==> config.mk <==
export PLATFORM = sky130hd
export DESIGN_NAME = fp_adder
export DESIGN_NICKNAME = d
export VERILOG_FILES = /design/src/rtl/fp_pkg.sv /design/src/rtl/fp_lzc.sv /design/src/rtl/fp_adder.sv
export SDC_FILE = /design/constraint.sdc
export NUM_CORES = 1
export LEC_CHECK = 0
export ABC_AREA = 1
export CAP_MARGIN = 20
export CORE_MARGIN = 4
export CORE_UTILIZATION = 27
export DETAILED_ROUTE_END_ITERATION = 16
export HOLD_SLACK_MARGIN = 0.12
export PLACE_DENSITY_LB_ADDON = 0.25
export SYNTH_ARGS = -nofsm -noshare
export SYNTH_HDL_FRONTEND = slang
export SYNTH_SLANG_ARGS = --single-unit
==> constraint.sdc <==
create_clock -name clk -period 13.71 [get_ports clk]
set_clock_uncertainty 0.15 [all_clocks]
set_input_delay 2.0565 -clock clk [delete_from_list [all_inputs] [get_ports clk]]
set_output_delay 2.0565 -clock clk [all_outputs]
set_load 0.02 [all_outputs]
==> src/rtl/fp_pkg.sv <==
// Shared binary32 format constants, the fp32_t view of a word, and
// classification helpers used by the adder datapath.
package fp_pkg;

    localparam int          EXP_W    = 8;
    localparam int          FRAC_W   = 23;
    localparam int          EXP_BIAS = 127;
    localparam int          SIG_W    = 27;
    localparam logic [7:0]  EXP_MAX  = 8'hFF;
    localparam logic [31:0] QNAN     = 32'h7FC00000;
    localparam logic [31:0] POS_INF  = 32'h7F800000;

    typedef struct packed {
        logic              sign;
        logic [EXP_W-1:0]  exp;
        logic [FRAC_W-1:0] frac;
    } fp32_t;

    function automatic logic is_nan(input fp32_t x);
        return (x.exp == EXP_MAX) && (x.frac != 23'd0);
    endfunction

    function automatic logic is_inf(input fp32_t x);
        return (x.exp == EXP_MAX) && (x.frac == 23'd0);
    endfunction

endpackage

==> src/rtl/fp_lzc.sv <==
// Leading-zero counter over the 27-bit working significand
// (hidden + fraction + guard/round/sticky); an all-zero input yields 27.
module fp_lzc
    import fp_pkg::*;
(
    input  logic [SIG_W-1:0] sig,
    output logic [4:0]       count
);

    // Scan upward so the most significant set bit determines the count.
    always_comb begin
        count = 5'd27;
        for (int i = 0; i < SIG_W; i++) begin
            count = sig[i] ? 5'(SIG_W - 1 - i) : count;
        end
    end

endmodule

==> src/rtl/fp_adder.sv <==
// IEEE-754 binary32 adder, round-to-nearest-even, full subnormal support.
// Combinational datapath followed by a single output register.
module fp_adder
    import fp_pkg::*;
(
    input  logic        clk,
    input  logic        rst,
    input  logic [31:0] a,
    input  logic [31:0] b,
    output logic [31:0] s
);

    fp32_t       a_s;
    fp32_t       b_s;
    fp32_t       big_s;
    fp32_t       sml_s;
    logic        swap_s;
    logic [7:0]  big_exp_s;
    logic [7:0]  sml_exp_s;
    logic [7:0]  diff_s;
    logic [23:0] big_sig_s;
    logic [23:0] sml_sig_s;
    logic [49:0] sml_wide_s;
    logic [26:0] big_ext_s;
    logic [26:0] sml_ext_s;
    logic        eff_sub_s;
    logic [27:0] raw_s;
    logic [26:0] mag_s;
    logic [8:0]  exp_pre_s;
    logic [8:0]  max_sh_s;
    logic [8:0]  exp_norm_s;
    logic [4:0]  lz_s;
    logic [4:0]  sh_s;
    logic [26:0] norm_s;
    logic [7:0]  exp_field_s;
    logic        inc_s;
    logic [30:0] rnd_s;
    logic [31:0] finite_s;
    logic [31:0] sum_s;
    logic [31:0] s_r;

    assign a_s = a;
    assign b_s = b;

    // Order by magnitude and align the smaller significand with G/R/S bits.
    always_comb begin
        swap_s    = ({b_s.exp, b_s.frac} > {a_s.exp, a_s.frac});
        big_s     = swap_s ? b_s : a_s;
        sml_s     = swap_s ? a_s : b_s;
        big_exp_s = (big_s.exp == 8'd0) ? 8'd1 : big_s.exp;
        sml_exp_s = (sml_s.exp == 8'd0) ? 8'd1 : sml_s.exp;
        big_sig_s = {(big_s.exp != 8'd0), big_s.frac};
        sml_sig_s = {(sml_s.exp != 8'd0), sml_s.frac};
        diff_s    = big_exp_s - sml_exp_s;
        big_ext_s = {big_sig_s, 3'b000};
        eff_sub_s = big_s.sign ^ sml_s.sign;
        // 26 extra bits below the significand cover every shift that
        // still leaves something in the guard or round position.
        sml_wide_s = {sml_sig_s, 26'd0} >> diff_s;
        if (diff_s >= 8'd26) begin
            sml_ext_s = {26'd0, (sml_sig_s != 24'd0)};
        end else begin
            sml_ext_s = {sml_wide_s[49:24], |sml_wide_s[23:0]};
        end
    end

    // Magnitude add or subtract; a carry-out folds one bit into sticky.
    always_comb begin
        if (eff_sub_s) begin
            raw_s = {1'b0, big_ext_s - sml_ext_s};
        end else begin
            raw_s = {1'b0, big_ext_s} + {1'b0, sml_ext_s};
        end
        if (raw_s[27]) begin
            mag_s     = {raw_s[27:2], raw_s[1] | raw_s[0]};
            exp_pre_s = {1'b0, big_exp_s} + 9'd1;
        end else begin
            mag_s     = raw_s[26:0];
            exp_pre_s = {1'b0, big_exp_s};
        end
    end

    fp_lzc u_lzc (
        .sig   (mag_s),
        .count (lz_s)
    );

    // Normalise without letting the exponent fall below 1, then round RNE.
    always_comb begin
        max_sh_s    = exp_pre_s - 9'd1;
        sh_s        = ({4'd0, lz_s} <= max_sh_s) ? lz_s : max_sh_s[4:0];
        norm_s      = mag_s << sh_s;
        exp_norm_s  = exp_pre_s - {4'd0, sh_s};
        exp_field_s = norm_s[26] ? exp_norm_s[7:0] : 8'd0;
        inc_s       = norm_s[2] & (norm_s[1] | norm_s[0] | norm_s[3]);
        // A rounding carry ripples into the exponent field, which also turns
        // a maximal subnormal into the smallest normal.
        rnd_s       = {exp_field_s, norm_s[25:3]} + {30'd0, inc_s};
    end

    // Finite-result packing: exact cancellation, overflow, regular sum.
    always_comb begin
        if (eff_sub_s && (mag_s == 27'd0)) begin
            finite_s = 32'd0;
        end else if ((exp_norm_s >= 9'd255) || (rnd_s[30:23] == EXP_MAX)) begin
            finite_s = {big_s.sign, POS_INF[30:0]};
        end else begin
            finite_s = {big_s.sign, rnd_s};
        end
    end

    // Special operands override the arithmetic path.
    always_comb begin
        if (is_nan(a_s) || is_nan(b_s) ||
            (is_inf(a_s) && is_inf(b_s) && (a_s.sign != b_s.sign))) begin
            sum_s = QNAN;
        end else if (is_inf(a_s)) begin
            sum_s = a_s;
        end else if (is_inf(b_s)) begin
            sum_s = b_s;
        end else begin
            sum_s = finite_s;
        end
    end

    // Output register; reset wins over the freshly computed sum.
    always_ff @(posedge clk) begin
        if (rst) begin
            s_r <= 32'd0;
        end else begin
            s_r <= sum_s;
        end
    end

    assign s = s_r;

endmodule

; After elaboration in Yosys (flattened, before gate mapping)
; Cells that the tools add are included.
[totals]
output_inout_bits = 32
register_bits = 32
input_bits = 66
[op_classes]
mux = 42
reduce_logical = 22
bitwise_logic = 5
magnitude_cmp = 4
shifts = 2
eq_ne = 4
add_sub_neg = 7
[ops]
columns = op, count
row1 = $mux 32, 5
row2 = $mux 5, 27
row3 = $mux 31, 2
row4 = $mux 27, 2
row5 = $shr 50x8->50, 1
row6 = $logic_not 23->1, 2
row7 = $reduce_bool 23->1, 2
row8 = $add 31x1->31, 1
row9 = $gt 31x31->1, 1
row10 = $add 27x27->28, 1
row11 = $mux 28, 1
row12 = $logic_not 27->1, 1
row13 = $shl 27x5->27, 1
row14 = $sub 27x27->27, 1
row15 = $eq 8x8->1 const B, 3
row16 = $mux 8, 3
row17 = $reduce_bool 24->1, 1
row18 = $reduce_or 24->1, 1
row19 = $logic_not 8->1, 2
row20 = $reduce_bool 8->1, 2
row21 = $add 8x1->9 const B, 1
row22 = $ge 9x8->1 const B, 1
row23 = $le 5x9->1, 1
row24 = $mux 9, 1
row25 = 12 further kinds, 22

; Longest topological paths before layout
[logic_depth]
ltp_word = 53
depth_mapped = 123
mapped_depth_nobuf = 118

; Modules after synthesis
; A second synthesis with hierarchy kept.
[hier_totals]
cells_unflattened = 2402
area_unflattened_um2 = 12264.3
[modules_own_cells]
columns = module, seq_area_each_um2, n_inst, area_each_um2, cells_each
row1 = fp_adder, 640.6, 1, 11911.4, 2322
row2 = fp_lzc, 0.0, 1, 352.8, 80

; Worst setup path before layout
; OpenSTA, ideal clock, no wires.
[synth_path]
kind = input to register
from = in a[30]
to = reg s_r[2] (netlist: s[2])
t_arrival_ps = 14147
stages = 95
slack_ps = -715
path_buffers = 8
path_cell_list = inv_1 -> ha_1 -> nand2_1 -> nor2_2 -> nand3_2 -> nor3_1 -> nand2_1 -> nand2_2 -> nand2_4 -> buf_8 -> buf_6 -> clkbuf_1 -> o21ai_0 -> nand3_1 -> nand2_1 -> inv_1 -> ha_1 -> fa_1 -> [... 59 more ...] -> nor2_1 -> nor2_1 -> nor3_1 -> xor2_1 -> inv_1 -> nor2_1 -> nand4_1 -> nor2_1 -> nand3_1 -> nand2_1 -> nand2_1 -> nor2_1 -> nand2_4 -> nand2_4 -> nor2_8 -> buf_6 -> nand3_1 -> a21oi_1
[synth_between]
elab_chain_len = 52
word_cells_on_any_way = 77
[synth_rtl]
columns = element, line_no
row1 = start: declaration, fp_adder.sv:8  ; input logic [31:0] a,
row2 = $gt 31x31->1, fp_adder.sv:47  ; swap_s = ({b_s.exp, b_s.frac} > {a_s.exp, a_s.frac});
row3 = $mux 32 (on tied branches), "fp_adder.sv:48, fp_adder.sv:49"
row4 = $logic_not 8->1 (on tied branches), "fp_adder.sv:50, fp_adder.sv:51"
row5 = $mux 8 (on tied branches), "fp_adder.sv:50, fp_adder.sv:51"
row6 = $sub 8x8->8, fp_adder.sv:54  ; diff_s = big_exp_s - sml_exp_s;
row7 = $shr 50x8->50, fp_adder.sv:59  ; sml_wide_s = {sml_sig_s, 26'd0} >> diff_s;
row8 = $reduce_or 24->1, fp_adder.sv:63  ; sml_ext_s = {sml_wide_s[49:24], |sml_wide_s[23:0]};
row9 = $mux 27, fp_adder.sv:60  ; if (diff_s >= 8'd26) begin
row10 = [... 36 more ...], --
row11 = $and 1x1->1, fp_adder.sv:95  ; inc_s = norm_s[2] & (norm_s[1] | norm_s[0] | norm_s[3]);
row12 = $add 31x1->31, fp_adder.sv:98  ; rnd_s = {exp_field_s, norm_s[25:3]} + {30'd0, inc_s};
row13 = $eq 8x8->1, fp_adder.sv:105  ; end else if ((exp_norm_s >= 9'd255) || (rnd_s[30:23] == EXP_MAX)) begin
row14 = $logic_or 1x1->1, fp_adder.sv:105
row15 = $mux 31, fp_adder.sv:105
row16 = $mux 32, fp_adder.sv:103  ; if (eff_sub_s && (mag_s == 27'd0)) begin
row17 = $mux 32, fp_adder.sv:119  ; end else if (is_inf(b_s)) begin
row18 = $mux 32, fp_adder.sv:117  ; end else if (is_inf(a_s)) begin
row19 = end signal: assignment, fp_adder.sv:131  ; s_r <= sum_s;
row20 = end: declaration, fp_adder.sv:40  ; logic [31:0] s_r;
; Several ways; a longest one is shown, not always the timed one.
; A chain may end at the register's enable or synchronous reset.

; Worst setup path in the final report
[layout_path]
from = in a[10]
to = reg s_r[22] (netlist: s[22])
[layout_between]
elab_chain_len = 53
word_cells_on_any_way = 78
[layout_rtl]
columns = element, line_no
row1 = $gt 31x31->1, fp_adder.sv:47
row2 = $mux 32 (on tied branches), "fp_adder.sv:48, fp_adder.sv:49"
row3 = $logic_not 8->1 (on tied branches), "fp_adder.sv:50, fp_adder.sv:51"
row4 = $mux 8 (on tied branches), "fp_adder.sv:50, fp_adder.sv:51"
row5 = $sub 8x8->8, fp_adder.sv:54
row6 = $shr 50x8->50, fp_adder.sv:59
row7 = $reduce_or 24->1, fp_adder.sv:63
row8 = $mux 27, fp_adder.sv:60
row9 = [... 37 more ...], --
row10 = $add 31x1->31, fp_adder.sv:98
row11 = $eq 8x8->1, fp_adder.sv:105
row12 = $logic_or 1x1->1, fp_adder.sv:105
row13 = $mux 31, fp_adder.sv:105
row14 = $mux 32, fp_adder.sv:103
row15 = $mux 32, fp_adder.sv:119
row16 = $mux 32, fp_adder.sv:117
row17 = $mux 31 (*), fp_adder.sv:114  ; if (is_nan(a_s) || is_nan(b_s) ||
; Every way passes the cells marked *; elsewhere a longest branch is shown, timed or not.

==> flow_summary.yaml <==
cts:
  root_buffer: "clkbuf_16"
  clock_sinks: 32
  clk_pin_slew_ns: 0.05
  h-tree-depth: 2
  cts_max_path_buffers: 2
  cts_buffers: 5
  cts_tree: "done"
critical_path:
  crit_fanout: 29
  crit_start: "a[10]"
  cp-end-kind: "register"
  crit_family: "buffers and inverters"
  crit_cells: 100
  worstSetupStartpointType: "input port"
  slowest_stage: "ha_1"
  slowest_delay_ns: 0.31
  worstPathRequired_ns: 13.77
  critical_path_arrival_ns: 14.28
  criticalPathCategory: "input port to register"
  critPathCapture: "s[22]"
  cp_common_cell: "buf_4"
  path_buf_inv: 55
floorplanning:
  dieArea_sq_um: 48400
  chipHeight_um: 220
  fp.dieW_um: 220
  row_count: 77
  start_util: 0.274
  coreArea_sq_um: 44300
  ios: 98
global_routing:
  grt_max_degree: 74
  grtUsageTotal: 0.233
  grt_pass1_wl_mm: 92.5
  overflow: 0
  grt_pass1_vias: 18269
  antenna_found_initial: 0
route:
  drc: 0
  antenna_left: 0
  wirelength_mm: 59.5
  drt_iter0_markers: 1289
  firstDrtPassIters: 6
  vias_per_cell: 5.01
  wl_per_cell_um: 15.8
  vias: 18854
outcome:
  status: "finished, violations left"
  violations: "setup timing"
hold_path:
  whs_path_depth: 2
  worst_hold_path_type: "input port to register"
finish:
  fill_cells: 4469
  final_nets: 3337
  area_growth_pct: 83.2
  largest_reg_flops: 32
  finalInstanceArea_sq_um: 22200
  num_antenna_cells: 0
  multi_input_area_sq_um: 12100
  drive_above_1_share: 0.444
  regArea_sq_um: 641
timing:
  fin_crit_sh: 1.04
  finalCriticalPeriod_ns: 14.22
  rsz0062_at_grt: "yes"
  fin_tns_setup_ns: -12.98
  setup_viol: 31
  slew_headroom: 0.285
  slew_violations: 0
  finalHoldViolCount: 0
  fmax_mhz: 70.3
  holdWs_ns: 2.29
  setup_slack_ns: -0.509
  tightest_slew_ns: 1.07
synthesis:
  synth.most_common_cell: "nand2_1"
  ys_seq_area_frac: 0.0528
  yosysTopAreaCellShare: 0.215
  synth.distinct_cells: 68
  synth_flop_cell: "dfxtp_1"
  synth_edf_count: 0
  ys_top_cells_by_area: "nand2_1, nand3_1, ha_1"
  synth_warnings: 0
  synth_nets: 2479
  ys_ff_latch: 32
  netlist_instances: 2310
  async_reset_ff_frac: 0
  syn_avg_cell_area_sq_um: 5.25
  synth_area_leader_cell: "nand2_1"
  synth_common_cells: "nand2_1, nand3_1, inv_1, nor2_1, ha_1"
  syn-cell-area_sq_um: 12100
placement:
  port_buffers: 97
  placed_area_sq_um: 18200
  gp_congestion: 0.991
  dp_hpwl_mm: 45.6
job:
  cap_viol_max_count: 0
power_and_ir_drop:
  peakVddDrop_mv: 0.0964
  p_leak_nw: 11.6
  p_per_area_nw_per_um2: 189
-- final cells by class --
type,instances,share of cell area
sequential,32,0.0288
tap,592,0.0333
inverter,293,0.0508
clock buffer,6,0.00625
clock inverter,2,0.000450
timing repair buffer,943,0.336
multi-input combinational,1893,0.545
-- metrics by stage --
stage	std cells	utilization	setup WS, ns	power [mW]
final	3761	0.502	-0.509	4.20
after global routing	3761	0.502	-1.09	4.54
after CTS	3715	0.470	-0.136	3.81
after detailed placement	3522	0.411	-1.60	3.35
after global placement	3522	0.411	-1.26	3.34
after floorplan	2310	-	0.0115	1.80
-- worst min path at each step --
stage                  to  start
global placement    s[22]    rst
floorplan           s[22]    rst
finish              s[22]    rst
global route        s[22]    rst
CTS                 s[22]    rst
detailed placement  s[22]    rst
-- logic make-up (layout without fill, tap and decap cells) --
| logic type | count (synthesis) | in the layout | synth area share |
|---|---|---|---|
| buf+inv | 389 | 1244 | 0.134 |
| simple gates | 1494 | 1498 | 0.553 |
| xor+xnor | 42 | 42 | 0.0303 |
| compound gates | 250 | 250 | 0.122 |
| fa+ha+maj | 103 | 103 | 0.108 |
| flops | 32 | 32 | 0.0528 |
-- power by group --
group	switching (mW)	total (mW)	leakage, nW	internal (mW)
clock network	0.0381	0.109	0.0766	0.0713
registers	0.00976	0.141	0.266	0.132
logic	2.11	3.95	11.3	1.84
-- repair_timing --
item / 4_1_cts / 5_1_grt
pin swaps: 136 / 174
cloned: 8 / 0
hold buffers: 0 / 0
setup endpoints to repair: 31 / 31
endpoints found under the hold margin: 0 / 0
gates resized for setup: 364 / 371
setup buffers: 178 / 52
-- layer usage --
layer	vias up	part of all wire	track usage
li1	9367	-	-
met1	8714	0.41	0.278
met2	588	0.49	0.432
met3	185	0.042	0.0168
met4	0	0.052	0.0869
met5	-	0	0
-- cell usage in the layout, fill, tap and decap left out, drive strengths merged, types with 5 or more instances in the layout --
| cell | instances |
|---|---|
| inv | 287 |
| nand3 | 468 |
| o22ai | 5 |
| ha | 100 |
| buf | 863 |
| clkdlybuf4s50 | 35 |
| o21ai | 101 |
| clkbuf | 42 |
| clkinv | 8 |
| a21o | 6 |
| o21a | 5 |
| nand2 | 715 |
| dlygate4sd2 | 5 |
| nor4 | 15 |
| a21oi | 90 |
| nor2 | 191 |
| or2 | 14 |
| dfxtp | 32 |
| xor2 | 39 |
| o31ai | 9 |
| a31oi | 6 |
| nor3 | 20 |
| nand4 | 64 |
Note: power is estimated with default switching activity, not from simulation.
